===== config.mk =====
export PLATFORM = sky130hd
export DESIGN_NAME = bti_mux
export DESIGN_NICKNAME = d
export VERILOG_FILES = /design/src/rtl/bti_mux.sv
export SDC_FILE = /design/constraint.sdc
export NUM_CORES = 1
export LEC_CHECK = 0
export ABC_AREA = 0
export BUFFER_PORTS_ARGS = -buffer_cell sky130_fd_sc_hd__buf_2
export CAP_MARGIN = 15
export CORE_AREA = 2 2 125 127
export DETAILED_ROUTE_END_ITERATION = 7
export DIE_AREA = 0 0 127 129
export PLACE_DENSITY = 0.48
export SLEW_MARGIN = 20
export SYNTH_ARGS = -nofsm -noshare
export SYNTH_HDL_FRONTEND = slang
export SYNTH_SLANG_ARGS = --single-unit

===== constraint.sdc =====
create_clock -name clk -period 3.31 [get_ports clk]
set_input_delay 0.331 -clock clk [delete_from_list [all_inputs] [get_ports clk]]
set_output_delay 0.331 -clock clk [all_outputs]
set_load 0.05 [all_outputs]

===== src/rtl/bti_mux.sv =====
// bti_mux: round-robin N-to-1 BTI arbiter with grant lock and an
// in-order outstanding-ID FIFO that routes guest responses back.
module bti_mux #(
  parameter int BTI_AW    = 32,
  parameter int BTI_DW    = 32,
  parameter int HOST_NUM  = 2,
  parameter int OST_DEPTH = 4,
  localparam int MW = BTI_DW / 8,
  localparam int CW = $clog2(OST_DEPTH + 1)
) (
  input  logic                             clk,
  input  logic                             rst,
  input  logic [HOST_NUM-1:0]              i_host_req_vld,
  output logic [HOST_NUM-1:0]              o_host_req_rdy,
  input  logic [HOST_NUM-1:0]              i_host_req_cmd,
  input  logic [HOST_NUM-1:0][BTI_AW-1:0]  i_host_req_addr,
  input  logic [HOST_NUM-1:0][BTI_DW-1:0]  i_host_req_wdata,
  input  logic [HOST_NUM-1:0][MW-1:0]      i_host_req_mask,
  output logic [HOST_NUM-1:0]              o_host_rsp_vld,
  input  logic [HOST_NUM-1:0]              i_host_rsp_rdy,
  output logic [HOST_NUM-1:0][BTI_DW-1:0]  o_host_rsp_rdata,
  output logic [HOST_NUM-1:0]              o_host_rsp_ok,
  output logic                             o_gst_req_vld,
  input  logic                             i_gst_req_rdy,
  output logic                             o_gst_req_cmd,
  output logic [BTI_AW-1:0]                o_gst_req_addr,
  output logic [BTI_DW-1:0]                o_gst_req_wdata,
  output logic [MW-1:0]                    o_gst_req_mask,
  input  logic                             i_gst_rsp_vld,
  output logic                             o_gst_rsp_rdy,
  input  logic [BTI_DW-1:0]                i_gst_rsp_rdata,
  input  logic                             i_gst_rsp_ok,
  output logic [CW-1:0]                    ost_cnt
);

  localparam int IW = (HOST_NUM > 1) ? $clog2(HOST_NUM) : 1;
  localparam int PW = (OST_DEPTH > 1) ? $clog2(OST_DEPTH) : 1;

  logic [IW-1:0] r_rr;
  logic [IW-1:0] r_lock_id;
  logic          r_lock;
  logic [IW-1:0] r_mem [OST_DEPTH];
  logic [PW-1:0] r_wp;
  logic [PW-1:0] r_rp;
  logic [CW-1:0] r_cnt;

  logic [IW-1:0] w_gnt;
  logic [IW-1:0] w_head;
  logic          w_any;
  logic          w_full;
  logic          w_empty;
  logic          w_gvld;
  logic          w_push;
  logic          w_pop;
  logic          w_grdy;

  function automatic logic [IW-1:0] rr_idx(
    input logic [IW-1:0] p,
    input int            k
  );
    int s;
    s = (int'(p) + k) % HOST_NUM;
    return IW'(s);
  endfunction

  function automatic logic [IW-1:0] rr_nxt(
    input logic [IW-1:0] g
  );
    return (int'(g) == HOST_NUM - 1) ? '0 : g + 1'b1;
  endfunction

  // Lowest offset from r_rr wins, so scan from the far end down.
  always_comb begin
    w_gnt = r_rr;
    w_any = 1'b0;
    if (r_lock) begin
      w_gnt = r_lock_id;
      w_any = i_host_req_vld[r_lock_id];
    end else begin
      for (int k = HOST_NUM - 1; k >= 0; k--) begin
        if (i_host_req_vld[rr_idx(r_rr, k)]) begin
          w_gnt = rr_idx(r_rr, k);
          w_any = 1'b1;
        end
      end
    end
  end

  assign w_full  = (r_cnt == CW'(OST_DEPTH));
  assign w_empty = (r_cnt == '0);
  assign w_gvld  = w_any && !w_full && !rst;
  assign w_push  = w_gvld && i_gst_req_rdy;
  assign w_head  = r_mem[r_rp];
  assign w_grdy  = !w_empty && !rst && i_host_rsp_rdy[w_head];
  assign w_pop   = i_gst_rsp_vld && w_grdy;

  assign o_gst_req_vld   = w_gvld;
  assign o_gst_req_cmd   = i_host_req_cmd[w_gnt];
  assign o_gst_req_addr  = i_host_req_addr[w_gnt];
  assign o_gst_req_wdata = i_host_req_wdata[w_gnt];
  assign o_gst_req_mask  = i_host_req_mask[w_gnt];
  assign o_gst_rsp_rdy   = w_grdy;
  assign ost_cnt         = r_cnt;

  always_comb begin
    o_host_req_rdy   = '0;
    o_host_rsp_vld   = '0;
    o_host_rsp_rdata = '0;
    o_host_rsp_ok    = '0;
    for (int i = 0; i < HOST_NUM; i++) begin
      o_host_req_rdy[i] = w_push && (w_gnt == IW'(i));
      o_host_rsp_vld[i] = i_gst_rsp_vld && !w_empty
                       && !rst && (w_head == IW'(i));
      o_host_rsp_rdata[i] = i_gst_rsp_rdata;
      o_host_rsp_ok[i]    = i_gst_rsp_ok;
    end
  end

  always_ff @(posedge clk or posedge rst) begin
    if (rst) begin
      r_rr      <= '0;
      r_lock    <= 1'b0;
      r_lock_id <= '0;
      r_wp      <= '0;
      r_rp      <= '0;
      r_cnt     <= '0;
    end else begin
      if (w_push) begin
        r_rr   <= rr_nxt(w_gnt);
        r_lock <= 1'b0;
        r_wp   <= r_wp + 1'b1;
      end else if (w_gvld) begin
        r_lock    <= 1'b1;
        r_lock_id <= w_gnt;
      end
      if (w_pop) r_rp <= r_rp + 1'b1;
      r_cnt <= r_cnt + CW'(w_push) - CW'(w_pop);
    end
  end

  // ID storage needs no reset: entries are only read while r_cnt != 0.
  always_ff @(posedge clk) begin
    if (w_push) r_mem[r_wp] <= w_gnt;
  end

  a_rsp_empty: assert property (
    @(posedge clk) disable iff (rst)
    !(i_gst_rsp_vld && w_empty)
  );

endmodule


== Yosys cells after proc, flatten, opt, wreduce, memory -nomap -nowiden ==
Memory sizes are Yosys's and may differ from the RTL's.
Cells that the tools add are included.

* Flip-flop bits (word level): 10
* Latch bits: 0
* Memory bits (writable): 4
* Memory bits (read-only): 0
* Input bits: 179
* Output and inout bits: 144
* Word-level logic and storage cells: 67
* Memories: 1

{| class="wikitable"
|+ Memory list
! memory !! words !! width !! read ports !! clocked after memory_dff !! wr ports !! line !! text
|-
| r_mem || 4 || 1 || 1 || 0 || 1 || 42 || <nowiki>logic [IW-1:0] r_mem [OST_DEPTH];</nowiki>
|}

* $add $sub $neg: 6
* Multiply operators: 0
* Div/mod/pow operators: 0
* Order comparisons: 5
* Equal/unequal tests: 1
* Shifts and indexed selects: 0
* Mux-type cells: 27
* Bitwise operators: 3
* Reduce and logical (&&, ||, !) cells: 18

{| class="wikitable"
|+ Operators by type and width
! cell !! number
|-
| $mux 32 || 4
|-
| $mux 1 || 21
|-
| $logic_and 1x1->1 || 12
|-
| $lt 1x2->1 const B || 5
|-
| $mux 4 || 2
|-
| $add 2x1->2 const B || 2
|-
| $add 3x1->3 || 1
|-
| $eq 3x3->1 const B || 1
|-
| $logic_not 1->1 || 3
|-
| $logic_not 3->1 || 1
|-
| $not 1->1 || 3
|-
| $sub 3x1->3 || 1
|-
| $add 1x1->1 const B || 2
|-
| $reduce_and 2->1 || 1
|-
| $reduce_bool 2->1 || 1
|}

== Logic depth before layout (Yosys ltp) ==
Gate-level depths: netlist (run 1).

* Depth in word-level cells: 11
* Depth in mapped cells: 10

== Worst setup path before layout (run 1) ==
No wires, ideal clock.

* Kind: flip-flop to flip-flop
* Start: register r_cnt[1], in the netlist ost_cnt[1]
* End: register r_cnt[2], in the netlist ost_cnt[2]
* Setup time: 124 ps
* Arrival time: 2559 ps
* Data required time: 3186 ps
* Path slack: 627 ps
* Stages on the path, launching flop included: 10
* Path buffers: 0
* Period minus slack after synthesis: 2683 ps
* Cell sequence: dfrtp_1 > or3b_1 > o2111a_2 > nand2_2 > ha_1 > inv_1 > ha_1 > fa_1 > xnor2_1 > xnor2_1

* Longest elaborated chain between the ends: 7

{| class="wikitable"
|+ Ends and longest elaborated chain
! element !! line !! text
|-
| start: declaration || 45 || <nowiki>logic [CW-1:0] r_cnt;</nowiki>
|-
| start signal: assignment || 137 || <nowiki>r_cnt <= r_cnt + CW'(w_push) - CW'(w_pop);</nowiki>
|-
| $eq 3x3->1 || 89 || <nowiki>assign w_full = (r_cnt == CW'(OST_DEPTH));</nowiki>
|-
| $logic_not 1->1 || 91 || <nowiki>assign w_gvld = w_any && !w_full && !rst;</nowiki>
|-
| $logic_and 1x1->1 (2 in a row) || 91 ||
|-
| net o_gst_req_vld || 23 || <nowiki>output logic o_gst_req_vld,</nowiki>
|-
| $logic_and 1x1->1 || 92 || <nowiki>assign w_push = w_gvld && i_gst_req_rdy;</nowiki>
|-
| $add 3x1->3 || 137 ||
|-
| $sub 3x1->3 || 137 ||
|}

The timed path passes the listed nets, and every way through them passes these cells.
A chain may end at the register's enable or synchronous reset.

== Worst setup path in the final report (run 1) ==
* Start: input rst
* End: register r_cnt[2], in the netlist ost_cnt[2]

* Longest elaborated chain between the ends: 5

{| class="wikitable"
|+ Ends and longest elaborated chain
! element !! line !! text
|-
| start: declaration || 12 || <nowiki>input logic rst,</nowiki>
|-
| $logic_not 1->1 (no source line) (*) || -- ||
|-
| $logic_and 1x1->1, on equally long branches || 91, 94 ||
|-
| $logic_and 1x1->1, on equally long branches || 92, 94 ||
|-
| $add 3x1->3 / $logic_and 1x1->1 (equally long branches) || 137, 95 ||
|-
| $sub 3x1->3 (*) || 137 ||
|}

Mark *: on every way between the ends. The rest lies on a longest branch, timed or not.

==> results of run 1 <==
## final cells by class
type                       count  area share
antenna                        1    0.000818
clock inverter                 1     0.00123
inverter                       8     0.00982
sequential                    14       0.121
timing repair buffer         226       0.377
clock buffer                   3      0.0245
multi-input combinational    115       0.389
tap                          188      0.0769
## routing by layer
| layer | share of wire | vias up |
|---|---|---|
| met5 | 0 | - |
| met1 | 0.36 | 918 |
| met3 | 0.17 | 9 |
| met2 | 0.46 | 185 |
| li1 | - | 976 |
| met4 | 0.0086 | 0 |
## timing repair
item	CTS	global route
endpoints found under the setup margin	0	0
buffers inserted	0	0
hold buffers	1	0
endpoints found under the hold margin	2	0
## state kept, by name, indices dropped and copies added (netlist names)
signal / cells
ost_cnt: 3
r_lock: 1
r_lock_id: 1
r_mem: 4
r_rp: 2
r_rr: 1
r_wp: 2
## through the flow
stage / hold WS [ns] / setup WS [ns]
finish: 0.447 / 0.631
detailed placement: 0.246 / 0.868
global route: 0.465 / 0.450
CTS: 0.447 / 0.591
floorplan: 0.196 / 0.627
global placement: 0.246 / 0.900
## cells by family (layout without fill, tap and decap cells)
group	count (synthesis)	in the layout	share of synthesized area
other	0	1	0
multiplexers	78	78	0.404
adder cells (fa/ha/maj)	7	7	0.0440
AO/OA/AOI/OAI	8	8	0.0278
AND/OR/NAND/NOR	18	18	0.0544
XOR/XNOR	4	4	0.0162
buffers and inverters	82	238	0.282
flip-flops	14	14	0.171
## worst min path at each step
stage                     slack (ns)  depth (start not counted)    endpoint               from
after floorplan                 0.20                          1  ost_cnt[0]                rst
after global placement          0.25                          2        r_rr                rst
after detailed placement        0.25                          2      r_lock                rst
after CTS                       0.45                          3     r_rp[0]  i_host_rsp_rdy[1]
after global routing            0.47                          3     r_rp[0]  i_host_rsp_rdy[1]
final                           0.45                          3     r_rp[0]  i_host_rsp_rdy[1]
## critical path, stage by stage
cell	delay, ns
sky130_fd_sc_hd__dlygate4sd3_1	0.53
sky130_fd_sc_hd__buf_2	0.13
sky130_fd_sc_hd__inv_1	0.14
sky130_fd_sc_hd__o2111a_2	0.32
sky130_fd_sc_hd__nand2_2	0.17
sky130_fd_sc_hd__ha_1	0.32
sky130_fd_sc_hd__inv_1	0.04
sky130_fd_sc_hd__ha_1	0.18
sky130_fd_sc_hd__fa_1	0.37
sky130_fd_sc_hd__xnor2_1	0.17
sky130_fd_sc_hd__xnor2_1	0.15
## cells in the final DEF, fill, tap and decap left out, drive strengths merged
master and n:
ha 6, edfxtp 4, o2111a 1, clkinv 1
xnor2 3, o21ai 2, xor2 1, buf 225
clkbuf 3, and3 4, nor3b 1, o31ai 1
nor2 4, dfrtp 10, a21oi 1, nand3 1
fa 1, or3b 2, a21boi 1, mux2 71
mux2i 7, diode 1, or3 1, inv 8
a22o 1, o21a 1, dlygate4sd3 1, nand2 2
nor2b 3
## power breakdown
group	leakage [nW]	switching, W	internal (W)	total [W]
logic	1.40	0.00185	0.000856	0.00271
registers	0.153	0.0000649	0.000257	0.000322
clock network	0.0385	0.0000715	0.000160	0.000231
total	1.60	0.00199	0.00127	0.00326
==> flow_summary.yaml, run 1 <==
floorplan:
  coreArea_mm2: 0.0150
  die_y_um: 129
  initial_core_util: 0.144
  floorplan.die.width_um: 127
  fp-row-count: 45
  design.die.area_mm2: 0.0164
  ios: 323
placed_design:
  dp.cells: 550
  postPlaceCellArea_mm2: 0.00297
  globalplace.congestion: 0.682
  port_buffers: 223
  dp_hpwl_um: 6910
layout:
  multi_input_comb_area_mm2: 0.00119
  stdcell_count: 556
  flow.area_growth_from_synthesis_pct: 41.6
  utilization_after_layout: 0.204
  finalInstanceArea_mm2: 0.00306
  filler_cell_count: 1639
  fin_nets: 554
  layout-drive-gt1-share: 0.834
  seq_area_um2: 370
logic_synthesis:
  seq_area_frac_synth: 0.171
  syn-instance-count: 211
  postSynthNetCount: 397
  synth_most_common_cell: "sky130_fd_sc_hd__mux2_2"
  synthArstFlopShare: 0.714
  synth_edf_count: 4
  avg_cell_area_syn_um2: 10.2
  post_synth_main_area_contributors: "sky130_fd_sc_hd__mux2_2 36%, sky130_fd_sc_hd__buf_4 23%, sky130_fd_sc_hd__dfrtp_1 12%"
  yosys_most_used_dff: "sky130_fd_sc_hd__dfrtp_1"
  ys_types: 31
  netlist.area_leader.share: 0.360
  yosys.area.top_type: "sky130_fd_sc_hd__mux2_2"
  yosys_warnings: 0
  netlist_top_cells_count: "69 x sky130_fd_sc_hd__mux2_2, 66 x sky130_fd_sc_hd__buf_4, 10 x sky130_fd_sc_hd__dfrtp_1"
  post_synth_instance_area_mm2: 0.00216
  yosys_register_bits: 14
sta:
  final.setup.tns_ns: 0
  relSlewSlack: 0.687
  finalMaxSlewViolations: 0
  maximum_operating_frequency_mhz: 373
  period_share: 0.809
  final-hold-violation-count: 0
  tightest_slew_ns: 0.470
  grt_setup_unrepaired: "no"
  timing.clock.skew_ns: 0.00111
  setup_viol: 0
  clock_period_minus_worst_slack_ns: 2.68
clocking:
  number_of_clock_buffers_inserted_by_tritoncts: 3
  cts_max_path_buffers: 2
  clock-root-buffer: "sky130_fd_sc_hd__clkbuf_16"
  tritoncts: "yes"
  clk_pin_slew_ns: 0.05
  clkSinkCount: 14
  cts_repair_resize_count: 0
  htreeDepth: 1
  worst_skew_pair.late_latency_ns: 0.24
setup_path:
  worst_r2r_endpoint: "ost_cnt[2]"
  worst_setup_ep_type: "register"
  cp_max_fo: 8
  setup.worst_path.end: "ost_cnt[2]"
  r2r_cells: 10
  path_class: "in -> reg"
  ff2ff_setup_slack_ns: 0.86
  worst_ep_required_time_ns: 3.47
  reg2reg_from: "r_rp[1]"
  crit_path_start: "rst"
  timing.critical_path.from_type: "input pin"
  timing.critical_path.arrival_ns: 2.84
detailed_routing:
  num_vias: 2088
  route.antenna.remaining_nets: 0
  detailedRoute.firstPassIterationCount: 3
  wire_per_inst_um: 14.2
  postRouteWirelength_um: 7870
  drt-initial-drc-count: 107
  drt-vias-per-instance: 3.76
  drc_errors: 0
run:
  max_cap_viol_count: 0
pwr:
  leakagePower_nw: 1.60
  peak_vdd_ir_mv: 0.311
  p_per_area_mw_per_mm2: 1070
  design_power_total_w: 0.00326
global_route:
  grt_util_all_layers: 0.0796
  globalRoute.totalOverflow: 0
  grt.busiest_layer: "met2"
  met3_usage: 0.0532
  initial_antenna_violation_count: 2
  maximum_number_of_pins_on_one_net_before_global_route_repair: 43
  groute.layer.met1.usage: 0.0892
  number_of_global_route_vias_before_repair: 1843
  global_route_wire_length_before_repair_um: 10000
  global_route.usage.met2: 0.127
outcome:
  status: "complete, no violations"
worst_hold_path:
  min_path_type: "in -> reg"
No activity file was read; power rests on OpenSTA's default activity.
==> run 2, diff against run 1 <==
- clock period: 3.31 -> 2.78 ns (I/O delays scaled with it)
==> flow_summary.yaml, run 2 (synthesis gave the netlist of run 1 again) <==
layout:
  insertedDiodeCount: 0
  registers.top_by_ff_count: "r_mem"
  commonest_non_fill_non_tap_cell_in_the_layout: "sky130_fd_sc_hd__buf_2"
  leading_cell_types_in_the_layout_fill_and_taps_excluded: "223 x sky130_fd_sc_hd__buf_2, 69 x sky130_fd_sc_hd__mux2_2, 10 x sky130_fd_sc_hd__dfrtp_1, 8 x sky130_fd_sc_hd__inv_1, 7 x sky130_fd_sc_hd__mux2i_1"
  fin_nets: 559
  flow.area_growth_from_synthesis_pct: 43.2
  seq_area_um2: 370
  layout-drive-gt1-share: 0.836
  multi_input_comb_area_mm2: 0.00119
  filler_cell_count: 1640
  largest_reg_flops: 4
sta:
  relSlewSlack: 0.818
  grt_setup_unrepaired: "no"
  fin_ws_ns: 0.165
  maximum_operating_frequency_mhz: 382
  timing.clock.skew_ns: 0.00351
  clock_period_minus_worst_slack_ns: 2.62
  period_share: 0.941
  final-hold-violation-count: 0
  final.setup.tns_ns: 0
  setup_viol: 0
  finalMaxSlewViolations: 0
  tightest_slew_ns: 0.265
detailed_routing:
  num_vias: 2111
  postRouteWirelength_um: 7900
  drt-vias-per-instance: 3.77
  drt-initial-drc-count: 50
  wire_per_inst_um: 14.1
  detailedRoute.firstPassIterationCount: 4
  route.antenna.remaining_nets: 0
  drc_errors: 0
clocking:
  cts_max_path_buffers: 2
  tritoncts: "yes"
  clkSinkCount: 14
  clk_pin_slew_ns: 0.05
  htreeDepth: 1
  clock-root-buffer: "sky130_fd_sc_hd__clkbuf_16"
  number_of_clock_buffers_inserted_by_tritoncts: 3
  worst_skew_pair.late_latency_ns: 0.24
placed_design:
  port_buffers: 223
  globalplace.congestion: 0.672
  dp_hpwl_um: 6990
  place_ws_ns: 0.289
worst_hold_path:
  min_delay_startpoint: "i_host_rsp_rdy[1]"
  holdPathStages: 3
  worst_hold_path.endpoint: "r_rp[0]"
  min_path_type: "in -> reg"
floorplan:
  die_y_um: 129
  floorplan.die.width_um: 127
  coreArea_mm2: 0.0150
  design.die.area_mm2: 0.0164
  ios: 323
  fp-row-count: 45
  initial_core_util: 0.144
global_route:
  grt_util_all_layers: 0.0793
  global_route_wire_length_before_repair_um: 10200
  maximum_number_of_pins_on_one_net_before_global_route_repair: 34
  met3_usage: 0.0486
  groute.layer.met1.usage: 0.0839
  global_route.usage.met2: 0.138
  initial_antenna_violation_count: 1
  grt.busiest_layer: "met2"
  number_of_global_route_vias_before_repair: 1948
  globalRoute.totalOverflow: 0
setup_path:
  crit_path_cells: "dlygate4sd3_1 -> buf_2 -> inv_1 -> o2111a_2 -> nand2_2 -> ha_1 -> inv_1 -> ha_1 -> fa_1 -> xnor2_1 -> xnor2_1"
  ff2ff_setup_slack_ns: 0.29
  worst_setup_ep_type: "register"
  slowest_delay_ns: 0.54
  critical-path-slowest-cell: "sky130_fd_sc_hd__dlygate4sd3_1"
  path_class: "in -> reg"
  worst_ep_required_time_ns: 2.94
  timing.critical_path.arrival_ns: 2.77
  critical_path_buf_inv_count: 4
  reg2reg_from: "r_rp[1]"
  cp_max_fo: 7
  r2r_cells: 10
  worst_r2r_endpoint: "ost_cnt[2]"
  timing.critical_path.from_type: "input pin"
  timing.critical_path.max_delay_family: "buffers and inverters"
outcome:
  status: "complete, no violations"
pwr:
  leakagePower_nw: 1.62
  p_per_area_mw_per_mm2: 1270
  peak_vdd_ir_mv: 0.443
run:
  max_cap_viol_count: 0
==> run 2: changes by cell type in the layout (fill, tap and decap cells not counted), sizes merged <==
| cell | change |
|---|---|
| buf | +5 |
| diode | -1 |
==> run 2: worst max path at each step <==
stage | from | end | cells after the start | slack [ns]
2_1_floorplan | ost_cnt[1] | ost_cnt[2] | 9 | 0.1
3_3_place_gp | r_rp[1] | ost_cnt[2] | 10 | 0.39
3_5_place_dp | r_rp[1] | ost_cnt[2] | 10 | 0.29
4_1_cts | rst | ost_cnt[2] | 11 | 0.11
5_1_grt | rst | ost_cnt[2] | 11 | 0.02
6_report | rst | ost_cnt[2] | 11 | 0.16
==> run 2: metrics by stage <==
step	total power, W	hold WS (ns)	cells	area (µm²)	util
floorplan	0.00331	0.143	211	2160	-
global placement	0.00365	0.190	553	2990	0.200
detailed placement	0.00368	0.196	553	2990	0.200
CTS	0.00396	0.417	558	3080	0.206
global route	0.00412	0.416	560	3090	0.207
finish	0.00394	0.408	560	3090	0.207
==> run 2: final cells by class <==
class                   instances  area share
well taps                     188      0.0760
clock inverters                 1     0.00121
clock buffers                   3      0.0243
inverters                       8     0.00970
flip-flops and latches         14       0.120
multi-input cells             115       0.384
repair buffers                231       0.385
==> run 2: repair_timing <==
item                                    4_1_cts  5_1_grt
buffers inserted                              0        2
hold endpoints to repair                      2        0
gates resized for setup                       0        0
hold buffers                                  1        0
endpoints found under the setup margin        0        1
==> run 2: routing by layer <==
layer	wire (µm)	up-vias
li1	-	984
met1	2720	934
met2	3810	184
met3	1320	7
met4	35	2
met5	17	-
==> run 2: report_power, final <==
| group | switching, W | internal [W] |
|---|---|---|
| clock network | 0.0000814 | 0.000190 |
| logic | 0.00222 | 0.00106 |
| registers | 0.0000752 | 0.000306 |
| total | 0.00238 | 0.00156 |
==> run 2: worst reg2reg max path: stages, from the launching register on <==
cell and delay (ns):
sky130_fd_sc_hd__dfrtp_1 0.41, sky130_fd_sc_hd__mux2i_1 0.17, sky130_fd_sc_hd__mux2i_1 0.26, sky130_fd_sc_hd__mux2i_1 0.28
sky130_fd_sc_hd__nor2_1 0.08, sky130_fd_sc_hd__ha_1 0.28, sky130_fd_sc_hd__inv_1 0.04, sky130_fd_sc_hd__ha_1 0.19
sky130_fd_sc_hd__fa_1 0.38, sky130_fd_sc_hd__xnor2_1 0.17, sky130_fd_sc_hd__xnor2_1 0.14
==> run 3, diff against run 2 <==
- GPL_TIMING_DRIVEN: default -> 0
- PLACE_DENSITY: 0.48 -> default
==> flow_summary.yaml, run 3 (synthesis gave the netlist of run 1 again) <==
placed_design:
  place_ws_ns: 0.160
  port_buffers: 289
  postPlaceCellArea_mm2: 0.00384
  dp_hpwl_um: 8180
  globalplace.congestion: 0.664
layout:
  fin_nets: 691
  largest_reg_flops: 4
  leading_cell_types_in_the_layout_fill_and_taps_excluded: "290 x sky130_fd_sc_hd__buf_2, 69 x sky130_fd_sc_hd__mux2_2, 66 x sky130_fd_sc_hd__buf_4, 10 x sky130_fd_sc_hd__dfrtp_1, 8 x sky130_fd_sc_hd__inv_1"
  commonest_non_fill_non_tap_cell_in_the_layout: "sky130_fd_sc_hd__buf_2"
  layout-drive-gt1-share: 0.883
  registers.top_by_ff_count: "r_mem"
  filler_cell_count: 1647
  flow.area_growth_from_synthesis_pct: 81.3
  finalInstanceArea_mm2: 0.00392
  insertedDiodeCount: 0
sta:
  fin_ws_ns: 0.343
  fin_worst_hold_slack_ns: 0.0435
  relSlewSlack: 0.689
  tightest_slew_ns: 0.466
  timing.clock.skew_ns: 0.00126
  grt_setup_unrepaired: "no"
  final-hold-violation-count: 0
  finalMaxSlewViolations: 0
  period_share: 0.877
  clock_period_minus_worst_slack_ns: 2.44
  setup_viol: 0
  final.setup.tns_ns: 0
  maximum_operating_frequency_mhz: 410
global_route:
  number_of_global_route_vias_before_repair: 2251
  global_route_wire_length_before_repair_um: 11500
  initial_antenna_violation_count: 0
  globalRoute.totalOverflow: 0
  maximum_number_of_pins_on_one_net_before_global_route_repair: 14
  grt_util_all_layers: 0.0898
pwr:
  design_power_total_w: 0.00427
  power.combinational.fraction: 0.851
  peak_vdd_ir_mv: 0.426
  power.share.sequential: 0.088
  total_switching_power_w: 0.00259
  power.internal_w: 0.00168
  p_clk_frac: 0.061
  p_per_area_mw_per_mm2: 1090
  leakagePower_nw: 2.20
  sw_frac_of_total: 0.606
clocking:
  worst_skew_pair.late_latency_ns: 0.24
  cts_max_path_buffers: 2
  cts_repair_resize_count: 0
  cts.hold.buffers_added: 0
  htreeDepth: 1
  clk_pin_slew_ns: 0.04
  clock-root-buffer: "sky130_fd_sc_hd__clkbuf_16"
  clkSinkCount: 14
  number_of_clock_buffers_inserted_by_tritoncts: 3
  tritoncts: "yes"
  cts_setup_buffers: 0
setup_path:
  path_class: "reg -> reg"
  worst_ep_required_time_ns: 2.94
  critical_path_buf_inv_count: 1
  worst_setup_ep_type: "register"
  timing.critical_path.max_delay_family: "adder cells"
  timing.critical_path.arrival_ns: 2.60
  slowest_delay_ns: 0.41
  crit_path_cells: "mux2i_1 -> mux2i_1 -> mux2i_1 -> nor2_1 -> ha_1 -> inv_1 -> ha_1 -> fa_1 -> xnor2_1 -> xnor2_1"
  timing.critical_path.from_type: "register"
  critical-path-slowest-cell: "sky130_fd_sc_hd__dfrtp_1"
  path_common_cell: "sky130_fd_sc_hd__mux2i_1"
  cp_max_fo: 3
detailed_routing:
  detailedRoute.firstPassIterationCount: 4
  num_vias: 2538
  drt-initial-drc-count: 88
  postRouteWirelength_um: 9030
  drc_errors: 0
  drt-vias-per-instance: 3.67
  route.antenna.remaining_nets: 0
  wire_per_inst_um: 13.1
floorplan:
  fp-row-count: 45
  die_y_um: 129
  floorplan.die.width_um: 127
  ios: 323
  design.die.area_mm2: 0.0164
  coreArea_mm2: 0.0150
  initial_core_util: 0.144
outcome:
  status: "complete, no violations"
worst_hold_path:
  min_path_type: "in -> async"
run:
  max_cap_viol_count: 0
## run 3: changes by cell type in the layout (fill, tap and decap cells not counted), sizes merged
cell and change:
buf +133, clkinv -1, dlygate4sd3 -1
## run 3: path summary, 6_finish.rpt
path                            cells after the start    endpoint         startpoint  slack, ns
worst max-delay path                               10  ost_cnt[2]            r_rp[1]       0.34
worst min-delay path                                2     r_rp[1]                rst       0.04
worst max register to register                     10  ost_cnt[2]            r_rp[1]       0.34
worst min register to register                      2        r_rr               r_rr       0.51
max in group asynchronous                           2   r_lock_id                rst       2.42
min in group clk                                    3     r_rp[0]  i_host_rsp_rdy[1]       0.39
## run 3: stage by stage
step,instances,utilization
after global placement,688,0.257
after CTS,691,0.262
after floorplan,211,-
after detailed placement,688,0.257
after global routing,691,0.262
final,691,0.262
## run 3: power groups by stage
stage / Clock [W] / Combinational (W) / Sequential, W
final: 0.000261 / 0.00363 / 0.000376
after detailed placement: 0 / 0.00365 / 0.000380
after CTS: 0.000269 / 0.00366 / 0.000378
after global placement: 0 / 0.00365 / 0.000379
after floorplan: 0 / 0.00287 / 0.000446
after global routing: 0.000278 / 0.00381 / 0.000391
## run 3: cell type report
cell class | instances | area, µm² | share of cell area
Timing Repair Buffer | 289 | 1450 | 0.369
Multi-Input combinational cell | 115 | 1180 | 0.302
Buffer | 74 | 579 | 0.148
Sequential cell | 14 | 370 | 0.0945
Tap cell | 188 | 235 | 0.0600
Clock buffer | 3 | 75.1 | 0.0192
Inverter | 8 | 30.0 | 0.00767
## run 3: metal layers
| metal | wire length (µm) | global-route usage | vias to the layer above | part of all wire |
|---|---|---|---|---|
| met5 | 0 | 0 | - | 0 |
| met4 | 41 | 0.0175 | 0 | 0.0045 |
| met3 | 1170 | 0.0378 | 4 | 0.13 |
| met2 | 4330 | 0.150 | 158 | 0.48 |
| met1 | 3490 | 0.110 | 1128 | 0.39 |
| li1 | - | - | 1248 | - |
